<file path="config.mk">
export PLATFORM = sky130hd
export DESIGN_NAME = answer_window_timer
export DESIGN_NICKNAME = d
export VERILOG_FILES = /design/src/rtl/braille_pkg.sv /design/src/rtl/answer_window_timer.sv
export SDC_FILE = /design/constraint.sdc
export NUM_CORES = 1
export LEC_CHECK = 0
export CAP_MARGIN = 30
export CELL_PAD_IN_SITES_DETAIL_PLACEMENT = 1
export CELL_PAD_IN_SITES_GLOBAL_PLACEMENT = 2
export CORE_ASPECT_RATIO = 1.25
export CORE_MARGIN = 10
export CORE_UTILIZATION = 23
export DETAILED_ROUTE_END_ITERATION = 8
export GPL_ROUTABILITY_DRIVEN = 0
export PLACE_DENSITY_LB_ADDON = 0.1
export SYNTH_ARGS = -nofsm -noshare
export SYNTH_HDL_FRONTEND = slang
export SYNTH_SLANG_ARGS = --single-unit
</file>
<file path="constraint.sdc">
create_clock -name clk -period 1.75 [get_ports clk]
set_clock_uncertainty 0.2 [all_clocks]
set_input_delay 0.175 -clock clk [delete_from_list [all_inputs] [get_ports clk]]
set_output_delay 0.175 -clock clk [all_outputs]
set_load 0.01 [all_outputs]
</file>
<file path="src/rtl/braille_pkg.sv">
// Shared definitions for the answer-window timer.
// Holds the seconds-counter width and the window FSM state encoding.
package braille_pkg;

  localparam int unsigned SEC_W = 4;

  typedef enum logic [1:0] {
    StIdle   = 2'd0,
    StRun    = 2'd1,
    StExpire = 2'd2
  } win_state_e;

endpackage

</file>
<file path="src/rtl/answer_window_timer.sv">
// Answer-window timer: counts down a learner's answer window in whole seconds,
// driven by an external 1 s tick, and reports answer / timeout events.
//
// Ports:
//   clk        system clock, rising edge
//   rst        synchronous active-high reset
//   tick_1s    one-cycle pulse per second from the upstream 1 s timer
//   start      open (or restart) a window; load_sec sampled here
//   load_sec   requested window length in seconds (0 or > MAX_SEC -> MAX_SEC)
//   stop       learner answered
//   timer_clr  one-cycle pulse asking the upstream 1 s timer to restart
//   busy       window running
//   remaining  seconds left in the window
//   elapsed    whole seconds since last accepted start, saturating at 15
//   warn       busy and 0 < remaining <= WARN_SEC
//   timeout    one-cycle pulse: window expired unanswered
//   answered   one-cycle pulse: stop accepted while running
module answer_window_timer
  import braille_pkg::*;
#(
  parameter int unsigned MAX_SEC  = 15,
  parameter int unsigned WARN_SEC = 3
) (
  input  logic             clk,
  input  logic             rst,
  input  logic             tick_1s,
  input  logic             start,
  input  logic [SEC_W-1:0] load_sec,
  input  logic             stop,
  output logic             timer_clr,
  output logic             busy,
  output logic [SEC_W-1:0] remaining,
  output logic [SEC_W-1:0] elapsed,
  output logic             warn,
  output logic             timeout,
  output logic             answered
);

  localparam logic [SEC_W-1:0] MaxSec  = SEC_W'(MAX_SEC);
  localparam logic [SEC_W-1:0] WarnSec = SEC_W'(WARN_SEC);
  localparam logic [SEC_W-1:0] SecSat  = '1;

  win_state_e       state_q, state_d;
  logic [SEC_W-1:0] remaining_q, remaining_d;
  logic [SEC_W-1:0] elapsed_q, elapsed_d;
  logic             busy_q, busy_d;
  logic             warn_q, warn_d;
  logic             timeout_q, timeout_d;
  logic             answered_q, answered_d;
  logic             timer_clr_q, timer_clr_d;
  logic [SEC_W-1:0] eff_len;

  always_comb begin
    eff_len = load_sec;
    if (load_sec == '0 || load_sec > MaxSec) begin
      eff_len = MaxSec;
    end
  end

  always_comb begin
    state_d     = state_q;
    remaining_d = remaining_q;
    elapsed_d   = elapsed_q;
    timeout_d   = 1'b0;
    answered_d  = 1'b0;
    timer_clr_d = 1'b0;

    // start wins over everything in every state, discarding same-cycle stop/tick.
    if (start) begin
      state_d     = StRun;
      remaining_d = eff_len;
      elapsed_d   = '0;
      timer_clr_d = 1'b1;
    end else begin
      unique case (state_q)
        StRun: begin
          if (stop) begin
            // Answer freezes the counters; a same-cycle tick is dropped.
            state_d    = StIdle;
            answered_d = 1'b1;
          end else if (tick_1s) begin
            if (elapsed_q != SecSat) begin
              elapsed_d = elapsed_q + 1'b1;
            end
            // <= 1 guards against a zero count ever stalling in RUN.
            if (remaining_q <= SEC_W'(1)) begin
              remaining_d = '0;
              state_d     = StExpire;
              timeout_d   = 1'b1;
            end else begin
              remaining_d = remaining_q - 1'b1;
            end
          end
        end
        StExpire: state_d = StIdle;
        StIdle:   state_d = StIdle;
        default:  state_d = StIdle;
      endcase
    end

    busy_d = (state_d == StRun);
    warn_d = busy_d && (remaining_d != '0) && (remaining_d <= WarnSec);
  end

  always_ff @(posedge clk) begin
    if (rst) begin
      state_q     <= StIdle;
      remaining_q <= '0;
      elapsed_q   <= '0;
      busy_q      <= 1'b0;
      warn_q      <= 1'b0;
      timeout_q   <= 1'b0;
      answered_q  <= 1'b0;
      timer_clr_q <= 1'b0;
    end else begin
      state_q     <= state_d;
      remaining_q <= remaining_d;
      elapsed_q   <= elapsed_d;
      busy_q      <= busy_d;
      warn_q      <= warn_d;
      timeout_q   <= timeout_d;
      answered_q  <= answered_d;
      timer_clr_q <= timer_clr_d;
    end
  end

  assign timer_clr = timer_clr_q;
  assign busy      = busy_q;
  assign remaining = remaining_q;
  assign elapsed   = elapsed_q;
  assign warn      = warn_q;
  assign timeout   = timeout_q;
  assign answered  = answered_q;

endmodule

</file>
=== After elaboration in Yosys (flattened, before gate mapping) ===
Index checks and enable logic that the tools add are counted.

* Add/subtract/negate cells: 2
* Multipliers: 0
* Divide/modulo/power cells: 0
* $lt $le $gt $ge: 3
* Eq/ne operators: 3
* Shifts and indexed selects: 0
* Muxes and demuxes: 14
* Bitwise operators: 3
* Reductions and logical operators: 9

{| class="wikitable"
|+ Operator list
! cell !! count
|-
| $mux W4 || 6
|-
| $mux W2 || 5
|-
| $reduce_or A5 Y1 || 1
|-
| $add A4 B1 Y4 const B || 1
|-
| $eq A2 B1 Y1 const B || 2
|-
| $gt A4 B4 Y1 const B || 1
|-
| $le A4 B1 Y1 const B || 1
|-
| $le A4 B2 Y1 const B || 1
|-
| $logic_not A4 Y1 || 1
|-
| $ne A4 B4 Y1 const B || 1
|-
| $reduce_and A4 Y1 || 1
|-
| $reduce_bool A4 Y1 || 1
|-
| $sub A4 B1 Y4 const B || 1
|-
| $mux W1 || 3
|-
| $not A1 Y1 || 3
|-
| $reduce_or A3 Y1 || 1
|-
| $logic_and A1 B1 Y1 || 2
|-
| $reduce_or A2 Y1 || 1
|-
| $logic_or A1 B1 Y1 || 1
|}

* Flip-flop bits (word level): 15
* Latch bits: 0
* Memory bits (writable): 0
* ROM bits: 0
* Output and inout port bits: 13
* Logic and storage cells: 42
* Memories kept: 0

=== Longest topological paths before layout ===
Gate-level depths: netlist of run 1.

* Depth in word-level cells: 9
* Gate-level depth with buffers: 6

=== Worst setup path before layout of run 1 ===
Ideal clock, no wire load.

* Kind: reg-to-reg
* Start point: reg remaining_q[0], in the netlist remaining[0]
* End point: reg warn_q, in the netlist warn
* Setup time: 0.100 ns
* Arrival: 1.572 ns
* Data required time: 1.450 ns
* Path slack: -0.122 ns
* Cell stages (with the launch flop): 7
* Path buffers: 0
* Period minus slack after synthesis: 1.872 ns
* Path through: dfxtp_1 > inv_1 > ha_1 > or2_2 > a21oi_1 > o21ai_2 > a2111oi_4

* Longest elaborated chain between the ends: 9

{| class="wikitable"
|+ Ends and longest elaborated chain
! what !! RTL line !! source
|-
| from (decl) || answer_window_timer.sv:44 || <nowiki>logic [SEC_W-1:0] remaining_q, remaining_d;</nowiki>
|-
| from (signal assigned) || answer_window_timer.sv:117 || <nowiki>remaining_q <= remaining_d;</nowiki>
|-
| parallel branches: the longest is 8 deep, another holds $sub A4 B1 Y4 || - ||
|-
| $logic_and A1 B1 Y1 * || answer_window_timer.sv:102 || <nowiki>warn_d = busy_d && (remaining_d != '0) && (remaining_d <= WarnSec);</nowiki>
|-
| to (signal assigned) || answer_window_timer.sv:120 || <nowiki>warn_q <= warn_d;</nowiki>
|-
| to (decl) || answer_window_timer.sv:47 || <nowiki>logic warn_q, warn_d;</nowiki>
|}

Every way passes the cells marked *.
A chain may end at the register's enable or synchronous reset.

=== Final worst setup path of run 1 ===
* Start point: reg remaining_q[1], in the netlist remaining[1]
* End point: reg warn_q, in the netlist warn

Same word-level chain as after synthesis.

==> results_dict.tcl, run 1 <==
set metrics [dict create \
    row_count 22 \
    maxCapViolCount 0 \
    drv_slew 0 \
    ctsHoldBuffers 0 \
    drive_gt1_share_pct 39.2 \
    diodes 0 \
    drt-total-wl_mm 2.40 \
    die_area_um2 5880 \
    fmax_mhz 571 \
    combPwrFrac_pct 28.0 \
    violations "setup timing" \
    synth.yosys.seq_area_share_pct 40.8 \
    ys_top_cells_by_area "dfxtp_1 (41%), ha_1 (5.1%), nand3_1 (4.8%), nor2_1 (4.6%), o32a_1 (4.1%)" \
    setup_viol 1 \
    core-area_um2 3000 \
    whs_endpoint "elapsed[1]" \
    antenna_found_initial 0 \
    p_clk_share_pct 26.6 \
    finalCriticalPeriod_ps 1750 \
    area_growth_pct 71.6 \
    antenna_left 0 \
    io_pins 22 \
    vias_per_cell 4.81 \
    clkSinkCount 15 \
    nNetsFinal 138 \
    arrival_ps 1750 \
    synth_nets 95 \
    cts_buffers 3 \
    power_leakage_nw 0.506 \
    crit_fanout 4 \
    rr_startpoint "remaining[1]" \
    syn-cell-area_um2 736 \
    intPower_uw 563 \
    vias 774 \
    timing.reg2reg.setup_slack_ps -3 \
    drt_iter0_markers 22 \
    placed_cells 153 \
    timing.final.crit_share_pct 100 \
    grt_use_total_pct 8.23 \
    netSwitchingFraction_pct 30.0 \
    powerDensity_nw_per_um2 637 \
    cts_tree "yes" \
    ys_ff_latch 15 \
    cts_root_buf "clkbuf_4" \
    clock_latency_ps 290 \
    cts_buffer_depth 2 \
    start_util_pct 24.5 \
    grt_pass1_vias 855 \
    htreeDepth 1 \
    syn_inst 83 \
    dp_hpwl_mm 1.87 \
    yosys.cell_types.count 30 \
    die_w_um 70.6 \
    place_ws_ps -294 \
    switching_power_uw 241 \
    drc 0 \
    rsz0062_at_grt "true" \
    start_kind "flip-flop" \
    reg2reg_depth 6 \
    synth_area_per_cell_um2 8.86 \
    wl_per_cell_um 14.9 \
    grt_max_degree 10 \
    ir_drop_uv 296 \
    status "finished, violations left" \
    max-slew-margin-rel_pct 72.1 \
    yosysWarnings 0 \
    power.share.sequential_pct 45.3 \
    grt_pass1_wl_mm 4.03 \
    yosysTopAreaCell "dfxtp_1" \
    tightestPinTransition_ps 417 \
    final_hold_viol_count 0 \
    hold_depth 2 \
    worstSetupPathType "flip-flop to flip-flop" \
    critPathCaptureType "flip-flop" \
    cp-startpoint "remaining[1]" \
    r2r_end "warn" \
    total_power_uw 805 \
    fp.dieH_um 83.2 \
    clkSlewWorstSetupHoldPaths_ps 100 \
    min-delay-start "elapsed[1]" \
    dr.pass1.iters 3 \
    fin_cells 161 \
    grt_overflow 0 \
    worst_hold_path_type "flip-flop to flip-flop" \
    cp.required_ps 1750 \
    io_buffers 21 \
    yosys.area.top_type_share_pct 40.8 \
    postLayoutSetupSlackWorst_ps -2.53 \
]
## area by class of cell
class,instances,area (um^2)
multi-input cells,57,479
well taps,36,45.0
repair buffers,41,370
fillers,345,1740
flip-flops and latches,15,310
clock buffers,3,22.5
inverters,8,30.0
clock inverters,1,5.00
## routing by layer
| metal | share of wire (%) | GRT usage, % | up-vias |
|---|---|---|---|
| li1 | - | - | 382 |
| met1 | 38 | 8.88 | 373 |
| met2 | 54 | 14.2 | 14 |
| met3 | 6.5 | 2.86 | 5 |
| met4 | 1.7 | 3.16 | 0 |
| met5 | 0 | 0 | - |
## layout by cell type, fill, tap and decap left out, types with 2 or more instances in the layout
master,Yosys,layout
nor3_1,4,4
dfxtp_4,0,2
clkbuf_4,0,3
o32a_1,3,3
nor2b_1,2,2
nand3_2,0,2
buf_6,0,2
xor2_1,3,3
nand2_1,3,2
dfxtp_2,0,2
inv_1,8,7
or2_2,3,2
clkdlybuf4s50_1,0,20
nor2_1,9,8
nand3_1,7,5
buf_4,1,18
a21oi_2,1,3
dfxtp_1,15,11
## registers in the layout (all words and copies together), names as in the netlist
register,cells
busy,1
timer_clr,1
elapsed,4
warn,1
state_q,2
timeout,1
answered,1
remaining,4
## worst max path at each step
stage,end,slack [ps],cells past startpoint
after CTS,warn,2,6
after global placement,warn,-290,6
after detailed placement,warn,-290,6
after floorplan,warn,60,6
final,warn,-3,6
after global routing,warn,-60,5
## critical path, cell delays in order, from the launching register on
cell	delay, ps
dfxtp_2	340
inv_1	80
ha_2	190
or2_4	260
a21oi_2	160
o21ai_2	90
a2111oi_4	340
## Yosys cell counts (all sizes together)
master	count
a31oi	1
a2111oi	1
nor2	9
o21bai	1
or2	4
nor3	4
nor4	1
nand2	3
nor4bb	1
a211o	1
and3	1
o21ai	3
or3b	1
a41o	1
a21oi	4
buf	1
nor3b	1
dfxtp	15
xor2	3
nand3	7
ha	3
nor4b	2
inv	8
clkbuf	2
nor2b	2
o32a	3
## stage by stage
stage / utilization, % / hold WS (ps) / cell area [um^2] / setup TNS (ps)
after floorplan: - / 37.7 / 751 / 0
after global placement: 37.0 / 277 / 1110 / -1810
after detailed placement: 37.0 / 280 / 1110 / -1820
after CTS: 39.4 / 313 / 1180 / 0
after global routing: 42.1 / 354 / 1260 / -103
final: 42.1 / 302 / 1260 / -2.53
## cells by family (layout without fill, tap and decap cells)
family | Yosys count | after routing | share of synthesized area (%)
simple gates | 36 | 36 | 26.4
compound gates | 15 | 15 | 18.0
flops | 15 | 15 | 40.8
buf+inv | 11 | 53 | 6.12
fa+ha+maj | 3 | 3 | 5.10
xor+xnor | 3 | 3 | 3.57
## repair_timing
item | in CTS | in global routing
endpoints found under the setup margin | 1 | 6
resized for setup | 7 | 15
buffers inserted | 2 | 2
pin swaps | 6 | 3
## power by group through the flow
stage | logic [mW] | clock network (mW) | registers (mW)
final | 0.226 | 0.214 | 0.365
after global routing | 0.247 | 0.243 | 0.367
after CTS | 0.210 | 0.226 | 0.365
after detailed placement | 0.191 | 0 | 0.373
after global placement | 0.191 | 0 | 0.372
after floorplan | 0.0826 | 0 | 0.378
Power figures use the tool's default switching activity.
==> run 2, diff against run 1 <==
--- a/config.mk
+++ b/config.mk
@@ -11,9 +11,11 @@
 export CORE_ASPECT_RATIO = 1.25
 export CORE_MARGIN = 10
 export CORE_UTILIZATION = 23
+export CTS_BUF_LIST = sky130_fd_sc_hd__clkbuf_16
 export DETAILED_ROUTE_END_ITERATION = 8
 export GPL_ROUTABILITY_DRIVEN = 0
 export PLACE_DENSITY_LB_ADDON = 0.1
+export REMOVE_ABC_BUFFERS = 1
 export SYNTH_ARGS = -nofsm -noshare
 export SYNTH_HDL_FRONTEND = slang
 export SYNTH_SLANG_ARGS = --single-unit
==> results_dict.tcl, run 2 (same netlist as run 1, synthesis figures left out) <==
set metrics [dict create \
    dr.pass1.iters 3 \
    timing.reg2reg.setup_slack_ps 40 \
    core-area_um2 3000 \
    layout_common_cells "clkdlybuf4s50_1 (20), buf_4 (16), dfxtp_1 (14), inv_1 (9), nor2_1 (8)" \
    cts_buffers 3 \
    worstSetupPathType "flip-flop to flip-flop" \
    cts_buffer_depth 2 \
    fin_util_pct 41.7 \
    powerDensity_nw_per_um2 827 \
    final_hold_viol_count 0 \
    clkSlewWorstSetupHoldPaths_ps 50 \
    die_w_um 70.6 \
    status "finished, final reports clean" \
    crit_path_cell_trace "inv_1 > ha_2 > or2_4 > a21oi_4 > o21ai_2 > a2111oi_4" \
    htreeDepth 1 \
    cts_setup_buffers 0 \
    antenna_left 0 \
    diodes 0 \
    multi_input_area_um2 463 \
    final_common_cell "clkdlybuf4s50_1" \
    total_power_mw 1.03 \
    drive_gt1_share_pct 29.8 \
    cts_tree "yes" \
    placed_cells 153 \
    grt_pass1_wl_mm 3.95 \
    setup_viol 0 \
    crit_fanout 4 \
    path_buf_inv 1 \
    drt_iter0_markers 26 \
    row_count 22 \
    start_util_pct 24.5 \
    cpMaxStageDelayCell "dfxtp_2" \
    tightestPinTransition_ps 403 \
    dp_hpwl_mm 1.87 \
    drt-total-wl_mm 2.42 \
    vias 747 \
    min-delay-start "stop" \
    cp.required_ps 1710 \
    grt_max_degree 9 \
    rsz0062_at_grt "true" \
    drv_slew 0 \
    vias_per_cell 4.76 \
    io_buffers 21 \
    ctsHoldBuffers 0 \
    cts_root_buf "clkbuf_16" \
    r2r_end "warn" \
    fin_cells 157 \
    arrival_ps 1660 \
    clock_latency_ps 250 \
    clkSinkCount 15 \
    maxCapViolCount 0 \
    antenna_found_initial 0 \
    critPathCaptureType "flip-flop" \
    fin_setup_tns_ps 0 \
    reg2reg_depth 6 \
    grt_pass1_vias 791 \
    critical-path-top-delay-family "compound AO/OA/AOI/OAI gates" \
    nNetsFinal 134 \
    critPathMaxStageDelay_ps 350 \
    fp.dieH_um 83.2 \
    timing.final.crit_share_pct 97.7 \
    finalCriticalPeriod_ps 1710 \
    seqCellArea_um2 302 \
    hold_depth 3 \
    ir_drop_uv 395 \
    rr_startpoint "remaining[0]" \
    grt_overflow 0 \
    whs_endpoint "answered" \
    grt_use_total_pct 8.42 \
    worst_hold_path_type "primary input to flip-flop" \
    fmax_mhz 585 \
    fill_cells 353 \
    die_area_um2 5880 \
    drc 0 \
    power_leakage_nw 0.508 \
    cp_num_cells 6 \
    area_growth_pct 70.1 \
    wl_per_cell_um 15.4 \
    max-slew-margin-rel_pct 72.8 \
    io_pins 22 \
    start_kind "flip-flop" \
]
==> run 2: cell count changes in the layout (fill, tap and decap cells not counted), sizes merged <==
cell | previous run | this run
buf | 20 | 16
inv | 8 | 9
clkinv | 1 | 0
==> run 2: what timing repair did <==
item | 4_1_cts | 5_1_grt
pin swaps | 3 | 6
endpoints found under the setup margin | 4 | 2
resized for setup | 8 | 8
==> run 2: through the flow <==
step	cell area, um^2	hold slack [ps]	setup WS, ps
after floorplan	721	41.7	-445
after global placement	1100	262	-270
after detailed placement	1100	264	-248
after CTS	1210	271	4.51
after global routing	1250	198	-50.1
final	1250	176	40.2
==> run 2: layer usage <==
metal  routed length [um]  vias to the layer above  share of wire [%]  track usage, %
met5                    0                        -                  0               0
met4                   57                        0                2.4            3.87
met3                  133                        6                5.5            3.81
met2                 1310                       16                 54            14.2
met1                  925                      355                 38            8.62
li1                     -                      370                  -               -
==> run 2: worst reg2reg max path: cells and delay by family, from the launching register on <==
kind            cells  cell delay, ps
compound gates      3             550
buf+inv             1              50
fa+ha+maj           1             180
simple gates        1             280
flops               1             350
==> run 2: layout make-up <==
class	instances	area share (%)
Clock buffer	3	6.00
Clock inverter	1	0.300
Inverter	8	2.40
Multi-Input combinational cell	57	37.0
Sequential cell	15	24.1
Tap cell	36	3.60
Timing Repair Buffer	37	26.6
==> run 2: worst max path at each step <==
stage,startpoint,endpoint,slack [ps]
after floorplan,state_q[0],warn,-450
after global placement,stop,warn,-270
after detailed placement,stop,warn,-250
after CTS,remaining[1],warn,5
after global routing,remaining[0],warn,-50
final,remaining[0],warn,40
==> run 2: power by group <==
group,total [mW],switching [mW],leakage [nW],internal (mW)
combinational,0.217,0.102,0.342,0.116
clock,0.449,0.145,0.0423,0.303
sequential,0.369,0.0124,0.123,0.357
==> RTL change (config.mk and constraints of run 1) <==
Put one more register stage on the output `timer_clr`, without a reset. The value now appears one clock later. The other outputs are not delayed to match. Comments in the files are not updated.
--- a/src/rtl/answer_window_timer.sv
+++ b/src/rtl/answer_window_timer.sv
@@ -124,7 +124,9 @@
     end
   end
 
-  assign timer_clr = timer_clr_q;
+  always_ff @(posedge clk) begin
+    timer_clr <= timer_clr_q;
+  end
   assign busy      = busy_q;
   assign remaining = remaining_q;
   assign elapsed   = elapsed_q;
Function: changed (a bounded check fails within 4 cycles, from zero or initial values and one cycle with rst high).
==> RTL change against run 1 <==
Routed wire length grew 2.9%. Global-route usage grew 0.38 points. Via count shrank 5.6%. Total power grew 16%. Worst setup slack gained 0.027 ns. Synthesized area grew 2.7%. Sequential share of layout area grew 2.0 points. Core utilization shrank 3.8 points. First-iteration DRC count shrank 64%. Sequential cell count grew 1. Final area shrank 3.2%.
==> RTL change: results (changes against run 1) <==
root buf cell: clkbuf_8
placed cell count: 152 (-0.65%)
critical path arrival: 1.69 ns (-0.06 ns)
hpwl dp: 1.983 mm (+5.9%)
Critical-path top delay cell: dfxtp_4
crit-path max cell delay: 0.36 ns (+0.02 ns)
drt wl/cell: 15.85 um (+6.2%)
final-report setup violation count: 0 (-1)
CP top delay family: compound AO/OA/AOI/OAI gates
Static Leakage: 0.4690 nW (-7.2%)
Worst-path clk slew: 0.07 ns (-0.03 ns)
PortBufs: 21 (unchanged)
syn nets: 96 (+1.1%)
Skew-Pair Late Insertion Delay: 0.25 ns (-0.04 ns)
fin nets: 132 (-4.3%)
outcome: finished clean
1st-iter DRT viols: 8 (-64%)
fin cells: 156 (-3.1%)
CTS Buf Count: 3 (unchanged)
async set or reset register ratio after synthesis: 0 (unchanged)
total track usage: 0.08606 (+0.003787)
vias in the first global route: 864 (+1.1%)
vias post-DR: 731 (-5.6%)
synth top area cells: dfxtp_1, ha_1, nand3_1
ANT cells: 0 (unchanged)
# fillers: 372 (+7.8%)
Netlist cell types: 30 (unchanged)
Hold Crit Class: register to register
Max clock buf depth: 2 (unchanged)
first-pass GRT wire length: 4.209 mm (+4.5%)
drt first pass iters: 3 (unchanged)
Synthesis Warnings: 0 (unchanged)
H-tree Lvls: 1 (unchanged)
area post-placement: 1110 um2 (-0.11%)
Sw Ratio: 0.2658 (-0.03413)
top post-synthesis cells by count: dfxtp_1, nor2_1, inv_1, nand3_1, nor3_1
share of cells above drive strength 1: 0.2941 (-0.09788)
largest net degree at the start of global routing: 10 (unchanged)
Worst Path Max Fanout: 4 (unchanged)
Post-CTS Setup Inserts: 0 (-2)
VDD IR max: 344.0 uV (+16%)
sequential share of the synthesized area: 0.4238 (+0.01568)
worst slew pin tran: 0.5529 ns (+0.1357 ns)
initial antenna violation count: 0 (unchanged)
syn_area_per_cell: 8.997 um2 (+1.5%)
==> RTL change: area by class of cell <==
type                    instances  area [um2]  share of cell area
clock buffers                   4       55.05             0.04504
well taps                      37       46.29             0.03787
multi-input cells              57       459.2              0.3756
inverters                       8       30.03             0.02457
flip-flops and latches         16       325.3              0.2661
repair buffers                 34       306.5              0.2508
==> RTL change: what timing repair did <==
item                                    in CTS  in global routing
hold buffers                                 0                  0
pin swaps                                    2                  1
gates resized for setup                      9                  4
gates cloned                                 0                  0
endpoints found under the setup margin       1                  2
==> RTL change: kinds of logic (layout without fill, tap and decap cells) <==
group	after synthesis	after routing	synth area share
compound gates	15	15	0.1755
buf+inv	11	46	0.05961
xor+xnor	3	3	0.03477
fa+ha+maj	3	3	0.04967
flops	16	16	0.4238
simple gates	36	36	0.2566
==> RTL change: worst paths after layout <==
path                            from           endpoint  slack [ns]  cells past startpoint
max          remaining[0]$_SDFF_PP0_    warn$_SDFF_PP0_        0.02                      6
min           timer_clr_q$_SDFF_PP0_  timer_clr$_DFF_P_        0.14                      0
max reg2reg  remaining[0]$_SDFF_PP0_    warn$_SDFF_PP0_        0.02                      6
min reg2reg   timer_clr_q$_SDFF_PP0_  timer_clr$_DFF_P_        0.14                      0
==> RTL change: per-stage QoR <==
step / setup WS [ns] / hold WS, ns / TNS (ns)
floorplan: 0.05747 / 0.03770 / 0
global placement: -0.3484 / 0.1197 / -1.698
detailed placement: -0.3516 / 0.1161 / -1.658
CTS: 0.01104 / 0.1388 / 0
global route: -0.03636 / 0.1469 / -0.05186
finish: 0.02417 / 0.1363 / 0
==> RTL change: power groups by stage <==
stage	sequential [mW]	combinational (mW)	clock [mW]
6_report	0.391	0.209	0.338
5_1_grt	0.393	0.227	0.364
4_1_cts	0.390	0.204	0.351
3_5_place_dp	0.399	0.184	0
3_3_place_gp	0.399	0.185	0
2_1_floorplan	0.403	0.0826	0
==> RTL change: layer usage <==
| layer | up-vias | routed length (um) | GRT usage |
|---|---|---|---|
| li1 | 364 | - | - |
| met2 | 13 | 1378 | 0.1608 |
| met1 | 349 | 929 | 0.07965 |
| met5 | - | 0 | 0 |
| met3 | 5 | 118 | 0.02738 |
| met4 | 0 | 46 | 0.04233 |
==> RTL change: worst reg2reg max path, delay by kind of cell (launching register included) <==
family          cells  cell delay [ns]
buf+inv             1             0.04
fa+ha+maj           1             0.19
compound gates      3             0.56
flops               1             0.36
simple gates        1             0.28
